===== src/rtl/uart_pkg.sv =====
// uart_pkg: constants shared by the UART transmitter, receiver and receive FIFO.
package uart_pkg;
    localparam int UART_DATA_W       = 8;
    localparam int RX_FIFO_DEPTH     = 16;
    localparam int RX_FIFO_AF_MARGIN = 4;

    function automatic bit is_pow2(input int v);
        return (v > 0) && ((v & (v - 1)) == 0);
    endfunction
endpackage


===== src/rtl/uart_rx_fifo_if.sv =====
// uart_rx_fifo_if: receiver-side strobe and consumer valid/ready handshake of the receive FIFO.
interface uart_rx_fifo_if
    import uart_pkg::*;
#(
    parameter int DATA_W = UART_DATA_W,
    parameter int DEPTH  = RX_FIFO_DEPTH
);
    logic [DATA_W-1:0]      rx_d_i;
    logic                   rx_done_i;
    logic                   clear_i;
    logic                   ready_i;
    logic [DATA_W-1:0]      d_o;
    logic                   valid_o;
    logic [$clog2(DEPTH):0] level_o;
    logic                   almost_full_o;
    logic                   overflow_o;

    modport master (
        output rx_d_i, rx_done_i, clear_i, ready_i,
        input  d_o, valid_o, level_o, almost_full_o, overflow_o
    );
    modport slave (
        input  rx_d_i, rx_done_i, clear_i, ready_i,
        output d_o, valid_o, level_o, almost_full_o, overflow_o
    );
endinterface


===== src/rtl/sync_fifo_mem.sv =====
// sync_fifo_mem: DEPTH x DATA_W storage, one synchronous write port, one asynchronous read port.
module sync_fifo_mem #(
    parameter int DATA_W = 8,
    parameter int DEPTH  = 16,
    localparam int AW    = $clog2(DEPTH)
) (
    input  logic              clk,
    input  logic              we,
    input  logic [AW-1:0]     waddr,
    input  logic [DATA_W-1:0] wdata,
    input  logic [AW-1:0]     raddr,
    output logic [DATA_W-1:0] rdata
);
    logic [DATA_W-1:0] mem [DEPTH];

    always_ff @(posedge clk)
        if (we) mem[waddr] <= wdata;

    assign rdata = mem[raddr];
endmodule


===== src/rtl/uart_rx_fifo.sv =====
// uart_rx_fifo: first-word-fall-through buffer for received bytes with RTS almost-full
// and a sticky overrun flag.
module uart_rx_fifo
    import uart_pkg::*;
#(
    parameter int DATA_W    = UART_DATA_W,
    parameter int DEPTH     = RX_FIFO_DEPTH,
    parameter int AF_MARGIN = RX_FIFO_AF_MARGIN
) (
    input  logic          clk,
    input  logic          resetn,
    uart_rx_fifo_if.slave bus
);
    localparam int AW = $clog2(DEPTH);

    if (!is_pow2(DEPTH) || DEPTH < 2) begin : g_bad_depth
        $error("uart_rx_fifo: DEPTH must be a power of two >= 2");
    end
    if (AF_MARGIN <= 0 || AF_MARGIN >= DEPTH) begin : g_bad_margin
        $error("uart_rx_fifo: AF_MARGIN must satisfy 0 < AF_MARGIN < DEPTH");
    end

    logic [AW:0] wr_ptr, rd_ptr, wr_nxt, rd_nxt, lvl_nxt;
    logic        full, empty, push, pop, drop, af_q, ovf_q;

    assign empty   = (wr_ptr == rd_ptr);
    assign full    = (wr_ptr[AW] != rd_ptr[AW]) && (wr_ptr[AW-1:0] == rd_ptr[AW-1:0]);
    assign pop     = !empty && bus.ready_i;
    // A pop in the same cycle frees the slot, so a full FIFO can still accept.
    assign push    = bus.rx_done_i && (!full || pop) && !bus.clear_i;
    assign drop    = bus.rx_done_i && full && !pop;
    assign wr_nxt  = wr_ptr + (AW+1)'(push);
    assign rd_nxt  = bus.clear_i ? wr_ptr : rd_ptr + (AW+1)'(pop);
    assign lvl_nxt = wr_nxt - rd_nxt;

    always_ff @(posedge clk or negedge resetn) begin
        if (!resetn) begin
            wr_ptr <= '0;
            rd_ptr <= '0;
            af_q   <= 1'b0;
            ovf_q  <= 1'b0;
        end else begin
            wr_ptr <= wr_nxt;
            rd_ptr <= rd_nxt;
            af_q   <= lvl_nxt >= (AW+1)'(DEPTH - AF_MARGIN);
            ovf_q  <= bus.clear_i ? 1'b0 : (ovf_q || drop);
        end
    end

    sync_fifo_mem #(.DATA_W(DATA_W), .DEPTH(DEPTH)) u_mem (
        .clk   (clk),
        .we    (push),
        .waddr (wr_ptr[AW-1:0]),
        .wdata (bus.rx_d_i),
        .raddr (rd_ptr[AW-1:0]),
        .rdata (bus.d_o)
    );

    assign bus.valid_o       = !empty;
    assign bus.level_o       = wr_ptr - rd_ptr;
    assign bus.almost_full_o = af_q;
    assign bus.overflow_o    = ovf_q;
endmodule


===== src/flat_wrapper.sv =====
// flat-port wrapper written by rule: the top's interface ports become plain ports
module uart_rx_fifo_flat import uart_pkg::*;
#(
    parameter int DATA_W    = UART_DATA_W,
    parameter int DEPTH     = RX_FIFO_DEPTH,
    parameter int AF_MARGIN = RX_FIFO_AF_MARGIN
)
  (clk, resetn, bus_rx_d_i, bus_rx_done_i, bus_clear_i, bus_ready_i, bus_d_o, bus_valid_o, bus_level_o, bus_almost_full_o, bus_overflow_o);
  uart_rx_fifo_if #(.DATA_W(DATA_W), .DEPTH(DEPTH)) bus_i ();
  input  logic clk;
  input  logic resetn;
  input wire logic [$bits(bus_i.rx_d_i)-1:0] bus_rx_d_i;
  input wire logic [$bits(bus_i.rx_done_i)-1:0] bus_rx_done_i;
  input wire logic [$bits(bus_i.clear_i)-1:0] bus_clear_i;
  input wire logic [$bits(bus_i.ready_i)-1:0] bus_ready_i;
  output wire logic [$bits(bus_i.d_o)-1:0] bus_d_o;
  output wire logic [$bits(bus_i.valid_o)-1:0] bus_valid_o;
  output wire logic [$bits(bus_i.level_o)-1:0] bus_level_o;
  output wire logic [$bits(bus_i.almost_full_o)-1:0] bus_almost_full_o;
  output wire logic [$bits(bus_i.overflow_o)-1:0] bus_overflow_o;
  assign bus_i.rx_d_i = bus_rx_d_i;
  assign bus_i.rx_done_i = bus_rx_done_i;
  assign bus_i.clear_i = bus_clear_i;
  assign bus_i.ready_i = bus_ready_i;
  assign bus_d_o = bus_i.d_o;
  assign bus_valid_o = bus_i.valid_o;
  assign bus_level_o = bus_i.level_o;
  assign bus_almost_full_o = bus_i.almost_full_o;
  assign bus_overflow_o = bus_i.overflow_o;
  uart_rx_fifo #(.DATA_W(DATA_W), .DEPTH(DEPTH), .AF_MARGIN(AF_MARGIN)) u_core (.clk(clk), .resetn(resetn), .bus(bus_i));
endmodule

===== config.mk =====
export PLATFORM = sky130hd
export DESIGN_NAME = uart_rx_fifo_flat
export DESIGN_NICKNAME = d
export VERILOG_FILES = /design/src/rtl/uart_pkg.sv /design/src/rtl/uart_rx_fifo_if.sv /design/src/rtl/sync_fifo_mem.sv /design/src/rtl/uart_rx_fifo.sv /design/src/flat_wrapper.sv
export SDC_FILE = /design/constraint.sdc
export NUM_CORES = 1
export LEC_CHECK = 0
export ABC_AREA = 1
export CAP_MARGIN = 20
export CELL_PAD_IN_SITES_DETAIL_PLACEMENT = 1
export CELL_PAD_IN_SITES_GLOBAL_PLACEMENT = 1
export CORE_ASPECT_RATIO = 1.75
export CORE_MARGIN = 2
export CORE_UTILIZATION = 53
export DETAILED_ROUTE_END_ITERATION = 12
export PLACE_DENSITY = 0.9
export SYNTH_ARGS = -nofsm -noshare
export SYNTH_HDL_FRONTEND = slang
export SYNTH_SLANG_ARGS = --single-unit

===== constraint.sdc =====
create_clock -name clk -period 8.6 [get_ports clk]
set_input_delay 1.29 -clock clk [delete_from_list [all_inputs] [get_ports clk]]
set_output_delay 1.29 -clock clk [all_outputs]
set_load 0.05 [all_outputs]

==> results.md, run 1 <==
- Prior to clock tree synthesis, the placed netlist has a worst setup slack of 3710 ps.
- The number of setup violations in the final report is 0.
- After clock tree synthesis, the repair step resized 0 gates.
- 29 I/O pins were placed.
- The post-synthesis cell type count is 27.
- At the pin with the least slew margin, the transition time is 930 ps.
- The hold violation total from the final report is 0.
- The number of iterations in the first detailed-routing pass is 5.
- The gate count of the mapped netlist is 558.
- The buffers inserted during post-CTS setup optimization is 0.
- The multi-input gate area in the final layout is 1670 µm².
- For this block, the initial DRC count from the detailed router was 394.
- For this configuration, the core starts out at a cell density of 0.545.
- The mean instance size in the synthesized netlist is 11.4 µm².
- The horizontal die dimension is 86.7 µm.
- The data arrival time at the worst-slack endpoint is around 4100 ps.
- The CTS tree is done.
- The remaining design rule violation count is 0.
- The power density over the cells is 411 nW/µm².
- The category of the worst setup path launch point is a register.
- On the final layout, the worst hold slack is 580 ps.
- The average wire per cell in the routed design is about 24 µm.
- The H-tree was split into 4 levels.
- The mapped cell area is between 6000 and 7000 µm².
- The die height is 149 µm.
- Detailed routing inserted a total of ~4,400 vias.
- The pin count of the biggest net entering global routing is 131.
- Counting every net in the synthesized netlist gives 585.
- Of the cells placed in the final design, the portion with a size suffix greater than 1 is 0.0826.
- For the worst setup path, the data required time is between 7000 and 8000 ps.
- The global-route usage over all layers is 0.292.
- The placement-stage cell area is 6630 µm².
- With fillers left out, the area of the finished cells amounts to 7270 µm².
- For this run, the number of standard cells in the final layout without fillers is 728.
- At the later pin of the worst-skew pair, clock insertion delay measures between 400 and 500 ps.
- The remaining antenna violation count after routing is 0.
- The final layout contains 607 nets.
- Global routing finished with a remaining overflow of 0.
- Row generation in the floorplan step produced 52 rows.
- The post-CTS clock slew at the launch and capture registers of the worst setup and hold paths is 60 ps.
- The critical path start-end classification is register to output port.
- After layout, the design draws a total of 2.99 mW.
- In this run, CTS created clock tree buffers numbering 17.
- The path type of the worst min-delay path is register to register.
- The register bit total from synthesis is 140.
- The achievable clock frequency is roughly 180 MHz.
- Summing all flip-flop and latch instances after layout gives 4150 µm².
- The worst clock skew on the final layout is between 6 and 7 ps.
- The final weighted congestion of routability-driven global placement is 0.827.
- The via count of the first global-routing pass is 4,850.
- The number of antenna diodes in the final layout is 0.
- Setup repair after global routing left no endpoint under its margin.
- The clock net in this run drives a total of 140 sinks.
- The worst setup path is captured at an output port.
- The global-route wire length before repair is 27.2 mm.
- The number of placed cells counting well taps is between 600 and 700.
- The initial antenna violation count is 0.
- The number of fillers in the final layout is 1,180.
- In this run the tightest slew margin relative to its limit is 0.378.
- The number of max-slew violations in the final report was 0.
- The critical-path maximum fanout is 22.
- The ratio of routed vias to standard cells is between 6 and 7.
- The final critical-path share of the clock period is 0.630.
- The worst setup slack after layout is 3180 ps.
- The area growth from synthesis to layout is 14.7%.
- The number of warnings reported in the yosys synthesis log is 0.
- The count of hold buffers inserted by post-cts repair is 0.
- The longest clock path from root to sink contains 2 buffers.
- Counting I/O delays and the setup requirement, the final critical path takes about 5400 ps.
- The final wirelength is roughly 18 mm.
- The count of input and output buffers is 28.
- The leakage power summed over all cells is 2.79 nW.
- The maximum VDD drop is 0.544 mV.
- The max-cap violation count is 0.
- The post-route core utilization is 0.625.
- The floorplan step defined a die boundary enclosing approximately 13,000 µm².
- The flow ran to the end, and the final reports show no timing, DRC or antenna violations.
- The post-synthesis sequential area ratio is 0.653.
- Adding up every negative setup slack in the final design gives 0 ps.
- The clock root buffer is sky130_fd_sc_hd__clkbuf_16.
- The core footprint is ~12,000 µm².
- After legalization and detailed placement, the total HPWL measured 10.7 mm.
-- worst paths after layout --
path	start	endpoint	depth (start not counted)	slack [ps]
worst max-delay path	u_core.rd_ptr[2]$_DFF_PN0_	bus_level_o[3]	6	3180
worst min register to register	u_core.bus.overflow_o$_DFF_PN0_	u_core.bus.overflow_o$_DFF_PN0_	2	580
worst min-delay path	u_core.bus.overflow_o$_DFF_PN0_	u_core.bus.overflow_o$_DFF_PN0_	2	580
max in group asynchronous	resetn	u_core.rd_ptr[0]$_DFF_PN0_	1	6960
worst max register to register	u_core.rd_ptr[2]$_DFF_PN0_	u_core.bus.almost_full_o$_DFF_PN0_	17	3760
min in group asynchronous	resetn	u_core.wr_ptr[0]$_DFF_PN0_	1	1220
-- cell usage after synthesis --
library cell	n	area, µm²
sky130_fd_sc_hd__nand3_2	1	10.0
sky130_fd_sc_hd__buf_4	1	7.51
sky130_fd_sc_hd__nand3_4	1	17.5
sky130_fd_sc_hd__buf_2	19	95.1
sky130_fd_sc_hd__nor3_1	1	5.00
sky130_fd_sc_hd__o211ai_1	45	338
sky130_fd_sc_hd__xor2_1	6	52.6
sky130_fd_sc_hd__a21oi_1	24	120
sky130_fd_sc_hd__clkinv_1	1	3.75
sky130_fd_sc_hd__buf_6	4	45.0
sky130_fd_sc_hd__nand4_1	4	25.0
sky130_fd_sc_hd__xnor2_1	2	17.5
sky130_fd_sc_hd__nand3b_1	1	7.51
sky130_fd_sc_hd__inv_1	89	334
sky130_fd_sc_hd__nor2_1	12	45.0
sky130_fd_sc_hd__dfrtp_1	12	300
sky130_fd_sc_hd__xor2_2	1	16.3
sky130_fd_sc_hd__nand2_1	91	342
sky130_fd_sc_hd__nand3_1	61	305
sky130_fd_sc_hd__inv_2	2	7.51
sky130_fd_sc_hd__clkbuf_1	3	11.3
sky130_fd_sc_hd__buf_12	1	20.0
sky130_fd_sc_hd__fa_1	2	40.0
sky130_fd_sc_hd__o21ai_0	24	120
sky130_fd_sc_hd__nor2_2	10	62.6
sky130_fd_sc_hd__edfxtp_1	128	3840
sky130_fd_sc_hd__ha_1	12	150
-- where the power goes --
group          internal [mW]  total, mW  switching, mW
Sequential             0.802      0.920          0.117
Clock                  0.486      0.777          0.290
Combinational          0.405       1.29          0.888
Total                   1.69       2.99           1.30
-- per-layer routing --
layer / routed length (µm) / global-route usage / up-vias / part of all wire
met4: 747 / 0.142 / 0 / 0.042
met2: 9650 / 0.529 / 201 / 0.55
met1: 6470 / 0.323 / 2225 / 0.37
li1: - / - / 1966 / -
met5: 0 / 0 / - / 0
met3: 837 / 0.0516 / 56 / 0.047
-- sequential cells by signal, indices dropped and copies added (netlist names) --
signal	flops
u_core.u_mem.mem	128
u_core.bus.almost_full_o	1
u_core.rd_ptr	5
u_core.bus.overflow_o	1
u_core.wr_ptr	5
-- cell families (layout without fill, tap and decap cells) --
group                    after synthesis  in the layout  share of synthesized area
XOR/XNOR                               9              9                     0.0136
AND/OR/NAND/NOR                      182            182                      0.129
AO/OA/AOI/OAI                         93             93                     0.0911
adder cells (fa/ha/maj)               14             14                     0.0300
flip-flops                           140            140                      0.653
buffers and inverters                120            155                     0.0827
-- critical path: stages (launching register included) --
cell                              delay [ps]
sky130_fd_sc_hd__dfrtp_1                 930
sky130_fd_sc_hd__clkinv_1                830
sky130_fd_sc_hd__ha_1                    620
sky130_fd_sc_hd__a21oi_1                 190
sky130_fd_sc_hd__o21ai_0                 130
sky130_fd_sc_hd__xor2_1                  160
sky130_fd_sc_hd__clkdlybuf4s50_1         820
-- layout make-up --
type / instances / share of cell area
clock buffer: 18 / 0.0590
clock inverter: 14 / 0.0265
inverter: 92 / 0.0475
multi-input combinational: 298 / 0.230
sequential: 140 / 0.570
tap: 135 / 0.0232
timing repair buffer: 31 / 0.0434
-- cell usage in the layout, fill, tap and decap left out, drive strengths merged, types with 3 or more instances in the layout --
| cell | netlist | routed |
|---|---|---|
| clkbuf | 3 | 18 |
| o21ai | 24 | 24 |
| edfxtp | 128 | 128 |
| bufinv | 0 | 4 |
| o211ai | 45 | 45 |
| nand3 | 63 | 63 |
| nand4 | 4 | 4 |
| a21oi | 24 | 24 |
| buf | 25 | 3 |
| xor2 | 7 | 7 |
| nand2 | 91 | 91 |
| clkinv | 1 | 6 |
| ha | 12 | 12 |
| nor2 | 22 | 22 |
| inv | 91 | 94 |
| clkdlybuf4s50 | 0 | 28 |
| dfrtp | 12 | 12 |
Note: power is estimated with default switching activity, not from simulation.
==> inputs of run 2 (changes only) <==
- CORE_UTILIZATION: 53 -> 44
- PLACE_DENSITY: 0.9 -> 0.81
- clock period: 8.6 -> 4.4 ns (I/O delays scaled with it)
==> results.md, run 2 (synthesis gave the netlist of run 1 again) <==
- The worst-margin pin slew is 976 ps (was 930 ps).
- The cell family contributing the most delay on the critical path is buffers and inverters (unchanged).
- The hold violation total from the final report came to 0 (unchanged).
- The standard cell with the maximum stage delay on the critical path is sky130_fd_sc_hd__clkdlybuf4s50_1 (was sky130_fd_sc_hd__dfrtp_1).
- The initial antenna violation count is 0 (unchanged).
- The data arrival time at the worst-slack endpoint is 3120 ps (was 4130 ps).
- The final weighted congestion of routability-driven global placement is 0.825 (was 0.827).
- The critical path start-end classification is register to output port (unchanged).
- The initial DRC count is 261 (was 394).
- The category of the worst setup path launch point is a register (unchanged).
- The remaining antenna violation count after routing is 0 (unchanged).
- The via count is 4,217 (was 4,448).
- The power density over the cells is 786 nW/µm² (was 411 nW/µm²).
- The via count of the first global-routing pass was 4,789 (was 4,850).
- The post-cts repair resize count is 0 (unchanged).
- The leading cell type in the layout, fill and taps excluded is sky130_fd_sc_hd__edfxtp_1 (unchanged).
- The critical path endpoint category was an output port (unchanged).
- The post-CTS clock slew at the launch and capture registers of the worst setup and hold paths is 60 ps (about the same).
- The clock latency of the later-clocked register in the worst-skew pair is 430 ps (was 420 ps).
- The critical-path maximum fanout is 60 (was 22).
- The maximum root-to-sink buffer count came to 2 (unchanged).
- Among the stages of the critical path, the cell type that occurs most often is sky130_fd_sc_hd__nand3_1.
- The remaining design rule violation count is 0 (unchanged).
- The placement-stage cell area is 6720 µm² (was 6630 µm²).
- The final antenna diode count is 0 (unchanged).
- The CTS tree is done (unchanged).
- The H-tree depth is 4 (unchanged).
- The global-route usage over all layers is 0.231 (was 0.292).
- The count of input and output buffers is 28 (unchanged).
- The final critical-path share of the clock period is 0.860.
- The average wire per cell in the routed design was 21.2 µm (was 24.3 µm).
- The sum of negative setup slack is 0 ps (unchanged).
- The number of nets in the final layout is 610 (was 607).
- Registers with the highest flip-flop counts: u_core.u_mem.mem (128), u_core.rd_ptr (5), u_core.wr_ptr (5) (unchanged).
- The maximum VDD drop came to 1.37 mV (was 0.544 mV).
- The final wirelength is 16.5 mm (was 17.7 mm).
- The relative max-transition margin is 0.347 (was 0.378).
- The register ranked first by flip-flop count is u_core.u_mem.mem (unchanged).
- The worst clock skew on the final layout is 9.54 ps (was 6.84 ps).
- The total clock buffers created by CTS is 17 (unchanged).
- The number of max-slew violations in the final report is 0 (unchanged).
- The largest stage delay on the critical path is 810 ps (was 930 ps).
- The pin count of the biggest net entering global routing was 61 (was 131).
- The max-cap violation count came to 0 (unchanged).
- The ratio of routed vias to standard cells was 5.43 (was 6.11).
- The global-route wire length before repair is 25.9 mm (was 27.2 mm).
- Ordered cell list for the critical path: buf_4 -> o211ai_1 -> nand3_1 -> nand3_1 -> nand2_1 -> clkdlybuf4s50_1 (was clkinv_1 -> ha_1 -> a21oi_1 -> o21ai_0 -> xor2_1 -> clkdlybuf4s50_1).
- The number of setup violations in the final report is 0 (unchanged).
- The buffers inserted during post-CTS setup optimization is 0 (unchanged).
- Setup repair after global routing missed its margin: false (unchanged).
- The number of iterations in the first detailed-routing pass was 5 (unchanged).
- The HPWL after detailed placement came to 10.7 mm (about the same).
- The clock root buffer is sky130_fd_sc_hd__clkbuf_16 (unchanged).
- The die height is 163 µm (was 149 µm).
- The tightest hold margin was 527 ps (was 580 ps).
- The share of layout cells above drive strength 1 is 0.0906 (was 0.0826).
- The final critical delay including setup and external delays is 3780 ps.
- The number of placed cells counting well taps was 744 (was 695).
- The area of the die is 15,400 µm² (was 12,900 µm²).
- The layout overhead on the synthesized area is 15.6% (was 14.7%).
- The number of top-level design ports came to 29 (unchanged).
- The sum of overflow across all layers after global routing is 0 (unchanged).
- The number of cells in the finished layout apart from fillers came to 776 (was 728).
- The horizontal die dimension is 94.8 µm (was 86.7 µm).
- The core footprint is 14,200 µm² (was 11,600 µm²).
- The leakage power summed over all cells is 2.78 nW (was 2.79 nW).
- The initial standard-cell utilization of the core was 0.446 (was 0.545).
- For this run, the top clock speed supported by timing is 264 MHz.
- The buffer and inverter count on the worst path was 2 (unchanged).
- The required time at the worst-slack endpoint was 3740 ps (was 7310 ps).
- The row count was 58 (was 52).
- The number of flip-flops under the largest register name came to 128 (unchanged).
- The number of sinks driven by the clock tree is 140 (unchanged).
- The path type of the worst min-delay path is register to register (unchanged).
- Outcome: complete, no violations (unchanged).
- The count of hold buffers inserted by post-cts repair came to 0 (unchanged).
- The post-route cell area is 7330 µm² (was 7270 µm²).
- Most used cells in the layout excluding fill and tap cells: 128 x sky130_fd_sc_hd__edfxtp_1, 91 x sky130_fd_sc_hd__nand2_1, 89 x sky130_fd_sc_hd__inv_1, 61 x sky130_fd_sc_hd__nand3_1, 45 x sky130_fd_sc_hd__o211ai_1 (unchanged).
- The post-route core utilization is 0.515 (was 0.625).
[run 2: per-stage QoR]
step	setup WS, ps	power (mW)
6_report	615	5.76
5_1_grt	436	6.06
4_1_cts	581	5.80
3_5_place_dp	773	4.26
3_3_place_gp	929	4.16
2_1_floorplan	1190	3.52
[run 2: final timing paths]
kind	slack [ps]	cells after the start	startpoint	to
setup / recovery	620	6	u_core.rd_ptr[0]$_DFF_PN0_	bus_d_o[7]
hold / removal	530	2	u_core.bus.overflow_o$_DFF_PN0_	u_core.bus.overflow_o$_DFF_PN0_
setup reg to reg	760	16	u_core.rd_ptr[3]$_DFF_PN0_	u_core.bus.almost_full_o$_DFF_PN0_
hold reg to reg	530	2	u_core.bus.overflow_o$_DFF_PN0_	u_core.bus.overflow_o$_DFF_PN0_
max in group asynchronous	3380	1	resetn	u_core.rd_ptr[0]$_DFF_PN0_
min in group asynchronous	600	1	resetn	u_core.wr_ptr[4]$_DFF_PN0_
[run 2: routing by layer]
metal	track usage	vias to the layer above	routed length [µm]
met2	0.425	113	9390
met4	0.128	0	620
met3	0.0453	36	681
met5	0	-	0
met1	0.237	2093	5770
li1	-	1975	-
[run 2: area by class of cell]
class	instances	area, µm²
Inverter	92	345
Tap cell	180	225
Multi-Input combinational cell	298	1670
Sequential cell	140	4150
Clock inverter	15	186
Timing Repair Buffer	34	325
Fill cell	1540	6890
Clock buffer	17	425
[run 2: tightest hold or removal path: stages (launching register included)]
cell	delay, ps
sky130_fd_sc_hd__dfrtp_1	380
sky130_fd_sc_hd__inv_1	50
sky130_fd_sc_hd__a21oi_1	50
[run 2: power by group]
group | total, mW | switching (mW) | leakage [nW] | internal, mW
Combinational | 2.51 | 1.71 | 1.20 | 0.796
Sequential | 1.76 | 0.193 | 1.30 | 1.57
Clock | 1.49 | 0.590 | 0.282 | 0.900
==> inputs of run 3 (changes only) <==
- ABC_CLOCK_PERIOD_IN_PS: default -> 4400
- CORE_MARGIN: 2 -> 4
==> results.md, run 3 (synthesis gave the netlist of run 1 again) <==
- The worst-margin pin slew is 971 ps (was 976 ps).
- The sum of overflow across all layers after global routing is 0 (unchanged).
- The number of cells on the worst reg-to-reg path is 16 (unchanged).
- The total clock buffers created by CTS is 17 (unchanged).
- Registers with the highest flip-flop counts: u_core.u_mem.mem (128), u_core.rd_ptr (5), u_core.wr_ptr (5) (unchanged).
- The count of input and output buffers came to 28 (unchanged).
- The row count is 57 (was 58).
- The final antenna diode count came to 0 (unchanged).
- The total power was 5.61 mW (was 5.76 mW).
- The leakage power summed over all cells is 2.75 nW (was 2.78 nW).
- The hold-critical path depth was 2 (unchanged).
- The path type of the worst min-delay path is register to register (unchanged).
- The relative max-transition margin is 0.350 (was 0.347).
- The multi-input gate area in the final layout came to 1670 µm² (unchanged).
- The initial DRC count is 346 (was 261).
- The CTS tree is done (unchanged).
- The number of flip-flops under the largest register name was 128 (unchanged).
- The achievable clock frequency is 259 MHz (was 264 MHz).
- Outcome: complete, no violations (unchanged).
- The horizontal die dimension is 98.8 µm (was 94.8 µm).
- The max-cap violation count was 0 (unchanged).
- The area of the die was 16,500 µm² (was 15,400 µm²).
- The via count of the first global-routing pass is 4,755 (was 4,789).
- The launching element of the worst setup path is u_core.rd_ptr[1]$_DFF_PN0_ (was u_core.rd_ptr[0]$_DFF_PN0_).
- The clock latency of the later-clocked register in the worst-skew pair is 420 ps (was 430 ps).
- The buffers inserted during post-CTS setup optimization is 0 (unchanged).
- The HPWL after detailed placement is 11.4 mm (was 10.7 mm).
- The worst clock skew on the final layout is 11.0 ps (was 9.54 ps).
- The part of the total power dissipated in sequential elements is 0.319 (was 0.306).
- The critical-path maximum fanout was 23 (was 60).
- The layout overhead on the synthesized area came to 14.5% (was 15.6%).
- The maximum root-to-sink buffer count came to 2 (unchanged).
- The share of total power in the clock network was 0.236 (was 0.259).
- The number of nets in the final layout came to 610 (unchanged).
- The category of the worst setup path launch point is a register (unchanged).
- The post-CTS clock slew at the launch and capture registers of the worst setup and hold paths is 60 ps (about the same).
- The initial standard-cell utilization of the core came to 0.454 (was 0.446).
- The number of top-level design ports is 29 (unchanged).
- The placement-stage cell area came to 6720 µm² (about the same).
- The beginning of the worst register-to-register path is u_core.rd_ptr[1]$_DFF_PN0_ (was u_core.rd_ptr[3]$_DFF_PN0_).
- The sum of negative setup slack was 0 ps (unchanged).
- The pin count of the biggest net entering global routing is 63 (was 61).
- The post-route cell area came to 7260 µm² (was 7330 µm²).
- The H-tree depth came to 4 (unchanged).
- The number of fillers in the final layout is 1,519 (was 1,540).
- The number of iterations in the first detailed-routing pass was 4 (was 5).
- The number of max-slew violations in the final report was 0 (unchanged).
- The required time at the worst-slack endpoint is 3740 ps (about the same).
- The critical path start-end classification was register to output port (unchanged).
- The leading cell type in the layout, fill and taps excluded is sky130_fd_sc_hd__edfxtp_1 (unchanged).
- The cell internal power dissipation is 3.13 mW (was 3.27 mW).
- The ratio of routed vias to standard cells is 5.58 (was 5.43).
- The register ranked first by flip-flop count was u_core.u_mem.mem (unchanged).
- The data arrival time at the worst-slack endpoint is 3200 ps (was 3120 ps).
- The post-route core utilization is 0.520 (was 0.515).
- The count of hold buffers inserted by post-cts repair is 0 (unchanged).
- The final critical delay including setup and external delays is 3860 ps (was 3780 ps).
- The die height is 167 µm (was 163 µm).
- The post-cts repair resize count was 0 (unchanged).
- The global-route usage over all layers came to 0.212 (was 0.231).
- The average wire per cell in the routed design is 21.6 µm (was 21.2 µm).
- The hold violation total from the final report is 0 (unchanged).
- The global-route wire length before repair came to 26.2 mm (was 25.9 mm).
- The remaining antenna violation count after routing is 0 (unchanged).
- The clock root buffer is sky130_fd_sc_hd__clkbuf_16 (unchanged).
- The final wirelength is 16.7 mm (was 16.5 mm).
- The share of layout cells above drive strength 1 was 0.0889 (was 0.0906).
- The final critical-path share of the clock period is 0.878 (was 0.860).
- The initial antenna violation count is 0 (unchanged).
- The net switching power figure is 2.47 mW (was 2.49 mW).
- The combined flip-flop and latch cell area is 4150 µm² (unchanged).
- The remaining design rule violation count is 0 (unchanged).
- The critical path endpoint category is an output port (unchanged).
- The relative contribution of combinational cells to total power is 0.445 (was 0.435).
- The number of sinks driven by the clock tree was 140 (unchanged).
- The via count was 4,310 (was 4,217).
- The number of setup violations in the final report is 0 (unchanged).
- Most used cells in the layout excluding fill and tap cells: 128 x sky130_fd_sc_hd__edfxtp_1, 91 x sky130_fd_sc_hd__nand2_1, 89 x sky130_fd_sc_hd__inv_1, 61 x sky130_fd_sc_hd__nand3_1, 45 x sky130_fd_sc_hd__o211ai_1 (unchanged).
- The proportion of total power due to net switching is 0.441 (was 0.433).
- The core footprint is 14,000 µm² (was 14,200 µm²).
- Setup repair after global routing missed its margin: false (unchanged).
- The startpoint of the most critical hold path is u_core.bus.overflow_o$_DFF_PN0_ (unchanged).
- The maximum VDD drop is 1.02 mV (was 1.37 mV).
- The final weighted congestion of routability-driven global placement is 0.845 (was 0.825).
- The power density over the cells is 772 nW/µm² (was 786 nW/µm²).
run 3: cell count changes in the layout (fill, tap and decap cells not counted):
cell / previous run / this run
sky130_fd_sc_hd__inv_6: 4 / 2
sky130_fd_sc_hd__inv_8: 1 / 0
sky130_fd_sc_hd__bufinv_16: 3 / 1
sky130_fd_sc_hd__clkinv_1: 2 / 3
sky130_fd_sc_hd__clkinvlp_4: 5 / 6
sky130_fd_sc_hd__clkinv_2: 0 / 3
run 3: path summary, 6_finish.rpt:
kind                                                      end  slack [ps]
max                                            bus_level_o[3]         540
min                           u_core.bus.overflow_o$_DFF_PN0_         540
max reg2reg                u_core.bus.almost_full_o$_DFF_PN0_         620
min reg2reg                   u_core.bus.overflow_o$_DFF_PN0_         540
max in group asynchronous          u_core.rd_ptr[0]$_DFF_PN0_        3380
min in group asynchronous          u_core.wr_ptr[0]$_DFF_PN0_         600
run 3: layer usage:
layer	share of wire	up-vias	global-route usage
met5	0	-	0
met4	0.058	0	0.118
met3	0.043	60	0.0435
met2	0.54	145	0.380
met1	0.36	2131	0.228
li1	-	1974	-
run 3: layout make-up:
type | instances | area share
multi-input combinational | 298 | 0.230
tap | 177 | 0.0305
clock inverter | 15 | 0.0171
sequential | 140 | 0.571
clock buffer | 17 | 0.0586
timing repair buffer | 34 | 0.0448
inverter | 92 | 0.0475
run 3: critical path, cell delays in order (launching register included):
cell	delay (ps)
sky130_fd_sc_hd__dfrtp_2	690
sky130_fd_sc_hd__inv_1	410
sky130_fd_sc_hd__ha_1	420
sky130_fd_sc_hd__nand2_1	50
sky130_fd_sc_hd__o21ai_0	190
sky130_fd_sc_hd__xor2_1	190
sky130_fd_sc_hd__clkdlybuf4s50_1	840
run 3: power groups by stage:
stage	combinational (mW)	sequential (mW)	clock, mW
4_1_cts	2.51	1.78	1.34
3_5_place_dp	2.49	1.81	0
5_1_grt	2.72	1.81	1.40
2_1_floorplan	1.86	1.66	0
6_report	2.50	1.79	1.32
3_3_place_gp	2.39	1.80	0
run 3: stage by stage:
step | cells | worst slack [ps] | hold WS (ps)
after global routing | 773 | 296 | 580
after global placement | 741 | 827 | 514
after CTS | 773 | 514 | 545
after floorplan | 558 | 1190 | 364
final | 773 | 538 | 540
after detailed placement | 741 | 678 | 532
